File: src/rtl/proc_ctrl_unit_pkg.sv
// ---------------------------------------------------------------------------
// proc_pkg -- shared types and constants for the 9-bit lab processor control
// unit.
//   state_t   : instruction time steps T0..T3
//   opcode_t  : ir[8:6] opcode encodings
//   GOUT_*    : encodings of the G / GF bus-drive select
//   ALU_*     : ALU operation codes
//   NREG      : number of general registers (fixed by the 3-bit X/Y fields)
// ---------------------------------------------------------------------------
package proc_pkg;

   localparam int NREG = 8;

   typedef enum logic [1:0] {
      T0 = 2'd0,
      T1 = 2'd1,
      T2 = 2'd2,
      T3 = 2'd3
   } state_t;

   typedef enum logic [2:0] {
      MV  = 3'd0,
      MVI = 3'd1,
      ADD = 3'd2,
      SUB = 3'd3,
      AND = 3'd4
   } opcode_t;

   localparam logic [1:0] GOUT_NONE = 2'b00;
   localparam logic [1:0] GOUT_G    = 2'b10;
   localparam logic [1:0] GOUT_GF   = 2'b01;

   localparam logic [1:0] ALU_ADD = 2'd0;
   localparam logic [1:0] ALU_SUB = 2'd1;
   localparam logic [1:0] ALU_AND = 2'd2;

endpackage

File: src/rtl/proc_ctrl_unit_if.sv
// ---------------------------------------------------------------------------
// proc_ctrl_unit_if -- control-unit <-> datapath signal bundle.
//   run, din             : start request and instruction / immediate word
//   rout, gout, dinout   : bus source selects (rout is one-hot [0:7])
//   rin, ain, gin        : register load enables (rin is one-hot [0:7])
//   alu_op               : ALU operation
//   ir, done             : current instruction, last-step flag
// Modports:
//   master : the control unit (drives selects/enables, reads run/din)
//   slave  : the datapath side (drives run/din, reads selects/enables)
// ---------------------------------------------------------------------------
interface proc_ctrl_unit_if #(
   parameter int DW = 9
);
   logic          run;
   logic [DW-1:0] din;
   logic [0:7]    rout;
   logic [1:0]    gout;
   logic          dinout;
   logic [0:7]    rin;
   logic          ain;
   logic          gin;
   logic [1:0]    alu_op;
   logic [DW-1:0] ir;
   logic          done;

   modport master (
      input  run, din,
      output rout, gout, dinout, rin, ain, gin, alu_op, ir, done
   );

   modport slave (
      output run, din,
      input  rout, gout, dinout, rin, ain, gin, alu_op, ir, done
   );
endinterface

File: src/rtl/proc_dec3to8.sv
// ---------------------------------------------------------------------------
// proc_dec3to8 -- 3-bit register field to one-hot register select.
//   sel    in  3        register number
//   onehot out [0:7]    onehot[i] = (sel == i)
// ---------------------------------------------------------------------------
module proc_dec3to8
   import proc_pkg::*;
(
   input  logic [2:0]       sel,
   output logic [0:NREG-1]  onehot
);

   genvar gi;
   generate
      for (gi = 0; gi < NREG; gi++) begin : g_bit
         assign onehot[gi] = (sel == 3'(gi));
      end
   endgenerate

endmodule

File: src/rtl/proc_ctrl_unit.sv
// ---------------------------------------------------------------------------
// proc_ctrl_unit -- control FSM for the 9-bit lab processor.
// Owns the instruction register and sequences each instruction over time
// steps T0..T3, decoding (state, ir) into bus-source selects, register load
// enables and the ALU op. done is high during the final step.
// Ports:
//   clk    in  system clock, rising edge
//   rst_n  in  asynchronous active-low reset
//   bus    proc_ctrl_unit_if.master (run, din in; rout, gout, dinout, rin,
//          ain, gin, alu_op, ir, done out)
// Configuration:
//   PROC_CTRL_GF_EN defined   : opcode 100 executes "and" via the GF path.
//   PROC_CTRL_GF_EN undefined : opcode 100 is a NOP.
// ---------------------------------------------------------------------------
module proc_ctrl_unit
   import proc_pkg::*;
#(
   parameter int DW = 9
) (
   input  logic               clk,
   input  logic               rst_n,
   proc_ctrl_unit_if.master   bus
);

   // State codes mirror the package enum so both stay in lockstep.
   localparam logic [1:0] S_T0 = T0;
   localparam logic [1:0] S_T1 = T1;
   localparam logic [1:0] S_T2 = T2;
   localparam logic [1:0] S_T3 = T3;

   logic [1:0]    state_reg, state_next;
   logic [DW-1:0] ir_reg;
   opcode_t       op;
   logic [0:7]    x_oh, y_oh;

   // Decoded intent, turned into bus selects below.
   logic       sel_x, sel_y, rin_en;
   logic       dinout, ain, gin, done;
   logic [1:0] gout, alu_op;

   assign op = opcode_t'(ir_reg[8:6]);

   proc_dec3to8 u_dec_x (.sel(ir_reg[5:3]), .onehot(x_oh));
   proc_dec3to8 u_dec_y (.sel(ir_reg[2:0]), .onehot(y_oh));

   always_ff @(posedge clk or negedge rst_n) begin
      if (!rst_n) begin
         state_reg <= S_T0;
         ir_reg    <= '0;
      end else begin
         state_reg <= state_next;
         if (state_reg == S_T0 && bus.run)
            ir_reg <= bus.din;
      end
   end

   always_comb begin
      state_next = state_reg;
      sel_x      = 1'b0;
      sel_y      = 1'b0;
      rin_en     = 1'b0;
      dinout     = 1'b0;
      ain        = 1'b0;
      gin        = 1'b0;
      gout       = GOUT_NONE;
      alu_op     = ALU_ADD;
      done       = 1'b0;
      case (state_reg)
         S_T0: begin
            if (bus.run)
               state_next = S_T1;
         end
         S_T1: begin
            case (op)
               MV: begin
                  sel_y      = 1'b1;
                  rin_en     = 1'b1;
                  done       = 1'b1;
                  state_next = S_T0;
               end
               MVI: begin
                  dinout     = 1'b1;
                  rin_en     = 1'b1;
                  done       = 1'b1;
                  state_next = S_T0;
               end
               ADD, SUB
`ifdef PROC_CTRL_GF_EN
               , AND
`endif
               : begin
                  sel_x      = 1'b1;
                  ain        = 1'b1;
                  state_next = S_T2;
               end
               default: begin
                  // Unused opcodes retire as a single-step NOP.
                  done       = 1'b1;
                  state_next = S_T0;
               end
            endcase
         end
         S_T2: begin
            sel_y = 1'b1;
            gin   = 1'b1;
            if (op == SUB)
               alu_op = ALU_SUB;
`ifdef PROC_CTRL_GF_EN
            else if (op == AND)
               alu_op = ALU_AND;
`endif
            state_next = S_T3;
         end
         S_T3: begin
            gout = GOUT_G;
`ifdef PROC_CTRL_GF_EN
            // "and" results live in GF rather than G.
            if (op == AND)
               gout = GOUT_GF;
`endif
            rin_en     = 1'b1;
            done       = 1'b1;
            state_next = S_T0;
         end
         default: state_next = S_T0;
      endcase
   end

   // Only one of sel_x / sel_y / dinout / gout is ever asserted in a step,
   // so the bus mux never has to arbitrate.
   assign bus.rout   = sel_x ? x_oh : (sel_y ? y_oh : '0);
   assign bus.rin    = rin_en ? x_oh : '0;
   assign bus.gout   = gout;
   assign bus.dinout = dinout;
   assign bus.ain    = ain;
   assign bus.gin    = gin;
   assign bus.alu_op = alu_op;
   assign bus.done   = done;
   assign bus.ir     = ir_reg;

endmodule

File: src/flat_wrapper.sv
// flat-port wrapper written by rule: the top's interface ports become plain ports
module proc_ctrl_unit_flat import proc_pkg::*;
#(
   parameter int DW = 9
)
  (clk, rst_n, bus_run, bus_din, bus_rout, bus_gout, bus_dinout, bus_rin, bus_ain, bus_gin, bus_alu_op, bus_ir, bus_done);
  proc_ctrl_unit_if #(.DW(DW)) bus_i ();
  input  logic clk;
  input  logic rst_n;
  input wire logic [$bits(bus_i.run)-1:0] bus_run;
  input wire logic [$bits(bus_i.din)-1:0] bus_din;
  output wire logic [$bits(bus_i.rout)-1:0] bus_rout;
  output wire logic [$bits(bus_i.gout)-1:0] bus_gout;
  output wire logic [$bits(bus_i.dinout)-1:0] bus_dinout;
  output wire logic [$bits(bus_i.rin)-1:0] bus_rin;
  output wire logic [$bits(bus_i.ain)-1:0] bus_ain;
  output wire logic [$bits(bus_i.gin)-1:0] bus_gin;
  output wire logic [$bits(bus_i.alu_op)-1:0] bus_alu_op;
  output wire logic [$bits(bus_i.ir)-1:0] bus_ir;
  output wire logic [$bits(bus_i.done)-1:0] bus_done;
  assign bus_i.run = bus_run;
  assign bus_i.din = bus_din;
  assign bus_rout = bus_i.rout;
  assign bus_gout = bus_i.gout;
  assign bus_dinout = bus_i.dinout;
  assign bus_rin = bus_i.rin;
  assign bus_ain = bus_i.ain;
  assign bus_gin = bus_i.gin;
  assign bus_alu_op = bus_i.alu_op;
  assign bus_ir = bus_i.ir;
  assign bus_done = bus_i.done;
  proc_ctrl_unit #(.DW(DW)) u_core (.clk(clk), .rst_n(rst_n), .bus(bus_i));
endmodule
File: config.mk
export PLATFORM = sky130hd
export DESIGN_NAME = proc_ctrl_unit_flat
export DESIGN_NICKNAME = d
export VERILOG_FILES = /design/src/rtl/proc_ctrl_unit_pkg.sv /design/src/rtl/proc_ctrl_unit_if.sv /design/src/rtl/proc_dec3to8.sv /design/src/rtl/proc_ctrl_unit.sv /design/src/flat_wrapper.sv
export SDC_FILE = /design/constraint.sdc
export NUM_CORES = 1
export LEC_CHECK = 0
export CAP_MARGIN = 25
export CORE_ASPECT_RATIO = 1.25
export CORE_MARGIN = 2
export CORE_UTILIZATION = 38
export CTS_CLUSTER_SIZE = 40
export DETAILED_ROUTE_END_ITERATION = 12
export GPL_ROUTABILITY_DRIVEN = 1
export GPL_TIMING_DRIVEN = 0
export PLACE_DENSITY = 0.77
export SLEW_MARGIN = 20
export SYNTH_ARGS = -nofsm -noshare
export SYNTH_HDL_FRONTEND = slang
export SYNTH_HIERARCHICAL = 1
export SYNTH_SLANG_ARGS = --single-unit
File: constraint.sdc
create_clock -name clk -period 2 [get_ports clk]
set_clock_uncertainty 0.15 [all_clocks]
set_input_delay 0.2 -clock clk [delete_from_list [all_inputs] [get_ports clk]]
set_output_delay 0.2 -clock clk [all_outputs]
set_load 0.05 [all_outputs]
==> out/metrics.yaml <==
worst_setup_path:
  cp.arrival_ns: 1.70
  endpoint: "bus_rout[2]"
  cp-start-kind: "flip-flop"
  end_kind: "output pin"
  worstSetupPathType: "reg -> out"
  rrSetupSlack_ns: 0.39
  r2r_end: "u_core/bus.ir[5]"
  rr_worst_depth: 5
  required_ns: 1.65
  cp_max_fo: 8
power_and_ir_drop:
  p_per_area_mw_per_mm2: 1760
  irDropWorstVdd_mv: 1.12
  leakagePower_uw: 0.000699
final_layout:
  diodes: 0
  multiInputGateArea_um2: 592
  fin_cells: 148
  layout-drive-gt1-share_pct: 40.9
  nets: 144
  final_common_cell: "clkdlybuf4s50_1"
  largest_reg_flops: 9
  seq_area_um2: 277
  area_growth_pct: 66.1
  most-common-layout-cells: "12 x clkdlybuf4s50_1, 11 x buf_6, 10 x dfrtp_1, 9 x buf_4, 9 x mux2_1"
  fillers: 203
outcome:
  violations: "setup timing"
  status: "finished with violations"
global_routing:
  grt_max_degree: 12
  gr-usage-all-layers_pct: 18.7
  gr-total-overflow: 0
  grt_first_pass_wirelength_um: 3530
  antenna_found_initial: 0
  first_global_vias: 770
die:
  start_util_pct: 39.2
  io_pins: 45
  die_area_mm2: 0.00260
  core_area_mm2: 0.00214
  rows: 19
  die_h_um: 56.5
  fp.dieW_um: 46.0
timing:
  worstMarginPinSlew_ns: 0.540
  hold_viol: 0
  fmaxAchievable_mhz: 487
  max-slew-margin-rel_pct: 63.9
  fin_crit_sh_pct: 103
  drv_slew: 0
  rsz0062_at_grt: "true"
  worst_slack_ns: -0.0531
  holdWs_ns: 0.128
  finalSetupViolCount: 8
  fin_crit_ns: 2.05
placed_design:
  dpl.hpwl_um: 1700
  placement.io_buffers: 42
  dp.cells: 142
  place_congestion: 0.754
clock_network:
  numCtsBuffers: 3
  cts_root_buf: "clkbuf_4"
  cts.path.max_buffers: 2
  ctsHoldBuffers: 0
  insertion_delay_ns: 0.27
  clkSinkCount: 11
  cts.clk_slew.worst_paths_ns: 0.07
  cts_tree: "yes"
  h-tree-depth: 1
route:
  met3WireLength_um: 152
  wl_met1_um: 909
  via_count: 774
  vias_per_cell: 5.23
  drt-total-wl_um: 2210
  ant_nets: 0
  drc: 0
  top_layer: "met4"
  drt_iter0_drc: 0
  drtPass1Iterations: 1
  wl_met2_um: 1100
  wl_per_cell_um: 14.9
synthesis:
  avgSynthCellArea_um2: 10.7
  ys_seq_area_share_pct: 32.8
  ys_seq_elements: 11
  yosys_warnings: 6
  yosys.cell_types.count: 26
  synth_area_um2: 838
  syn_inst: 78
flow_run:
  cap_violations: 0
min_path:
  hp-class: "in -> async"
[how the worst min path moves through the flow]
stage	endpoint	slack (ns)
2_1_floorplan	asynchronous set/reset pin	-0.25
3_3_place_gp	asynchronous set/reset pin	0.41
3_5_place_dp	asynchronous set/reset pin	0.45
4_1_cts	asynchronous set/reset pin	0.15
5_1_grt	u_core/bus.ir[6]	0.18
6_report	u_core/bus.ir[7]	0.13
[layout make-up]
type | instances | share of cell area, %
buffer | 2 | 1.08
clock buffer | 4 | 1.89
inverter | 4 | 1.08
multi-input combinational | 62 | 42.5
sequential | 11 | 19.9
tap | 21 | 1.89
timing repair buffer | 44 | 31.7
[synthesized netlist by cell type, drive strengths merged]
cell type  count  area, um2
o211a          1       17.5
mux2i          1       10.0
conb           1       3.75
mux2           9        101
and2           1       6.26
and3           2       15.0
a21oi          1       5.00
nand2          2       10.0
inv            4       15.0
nor3b          8       70.1
dfrtp         11        275
nor2           3       13.8
nand2b         1       6.26
a22o           8       70.1
nor3           2       10.0
ha             4       50.1
nor2b          8       50.1
nand3b         1       20.0
buf            2       15.0
and3b          6       60.1
a21o           1       7.51
a31oi          1       6.26
[where the power goes]
group	switching [uW]	total, uW	internal, uW
clock	77.3	155	77.3
sequential	227	562	335
combinational	1050	1730	677
[metrics by stage]
stage	TNS, ns	cell area (um2)	power [uW]	setup slack, ns	utilization [%]
2_1_floorplan	-0.815	847	1670	-0.102	-
3_3_place_gp	-6.93	1290	2140	-0.463	60.5
3_5_place_dp	-7.88	1290	2190	-0.506	60.5
4_1_cts	-0.457	1330	2390	-0.0636	61.9
5_1_grt	-0.630	1390	2580	-0.0782	65.1
6_report	-0.365	1390	2450	-0.0531	65.1
[critical path: stages (launching register included)]
cell,delay [ns]
dfrtp_1,0.39
inv_2,0.07
ha_4,0.18
nor3b_4,0.15
o211a_4,0.27
a22o_1,0.21
buf_6,0.15
[layer usage]
layer | GRT usage [%] | vias to the layer above
li1 | - | 379
met1 | 21.8 | 358
met2 | 30.4 | 31
met3 | 4.18 | 6
met4 | 9.80 | 0
met5 | 0 | -
[logic make-up after synthesis]
| family | after synthesis | synth area share [%] |
|---|---|---|
| simple gates | 34 | 31.2 |
| buf+inv | 6 | 3.58 |
| fa+ha+maj | 4 | 5.97 |
| other cells | 1 | 0.447 |
| compound gates | 12 | 12.7 |
| mux | 10 | 13.3 |
| flops | 11 | 32.8 |
[what timing repair did]
action                     4_1_cts  5_1_grt
setup endpoints to repair       22       24
pin swaps                        1        6
resized for setup              117       34
buffers inserted                 2        0
hold endpoints to repair         0        0
(Power assumes the default switching activity.)
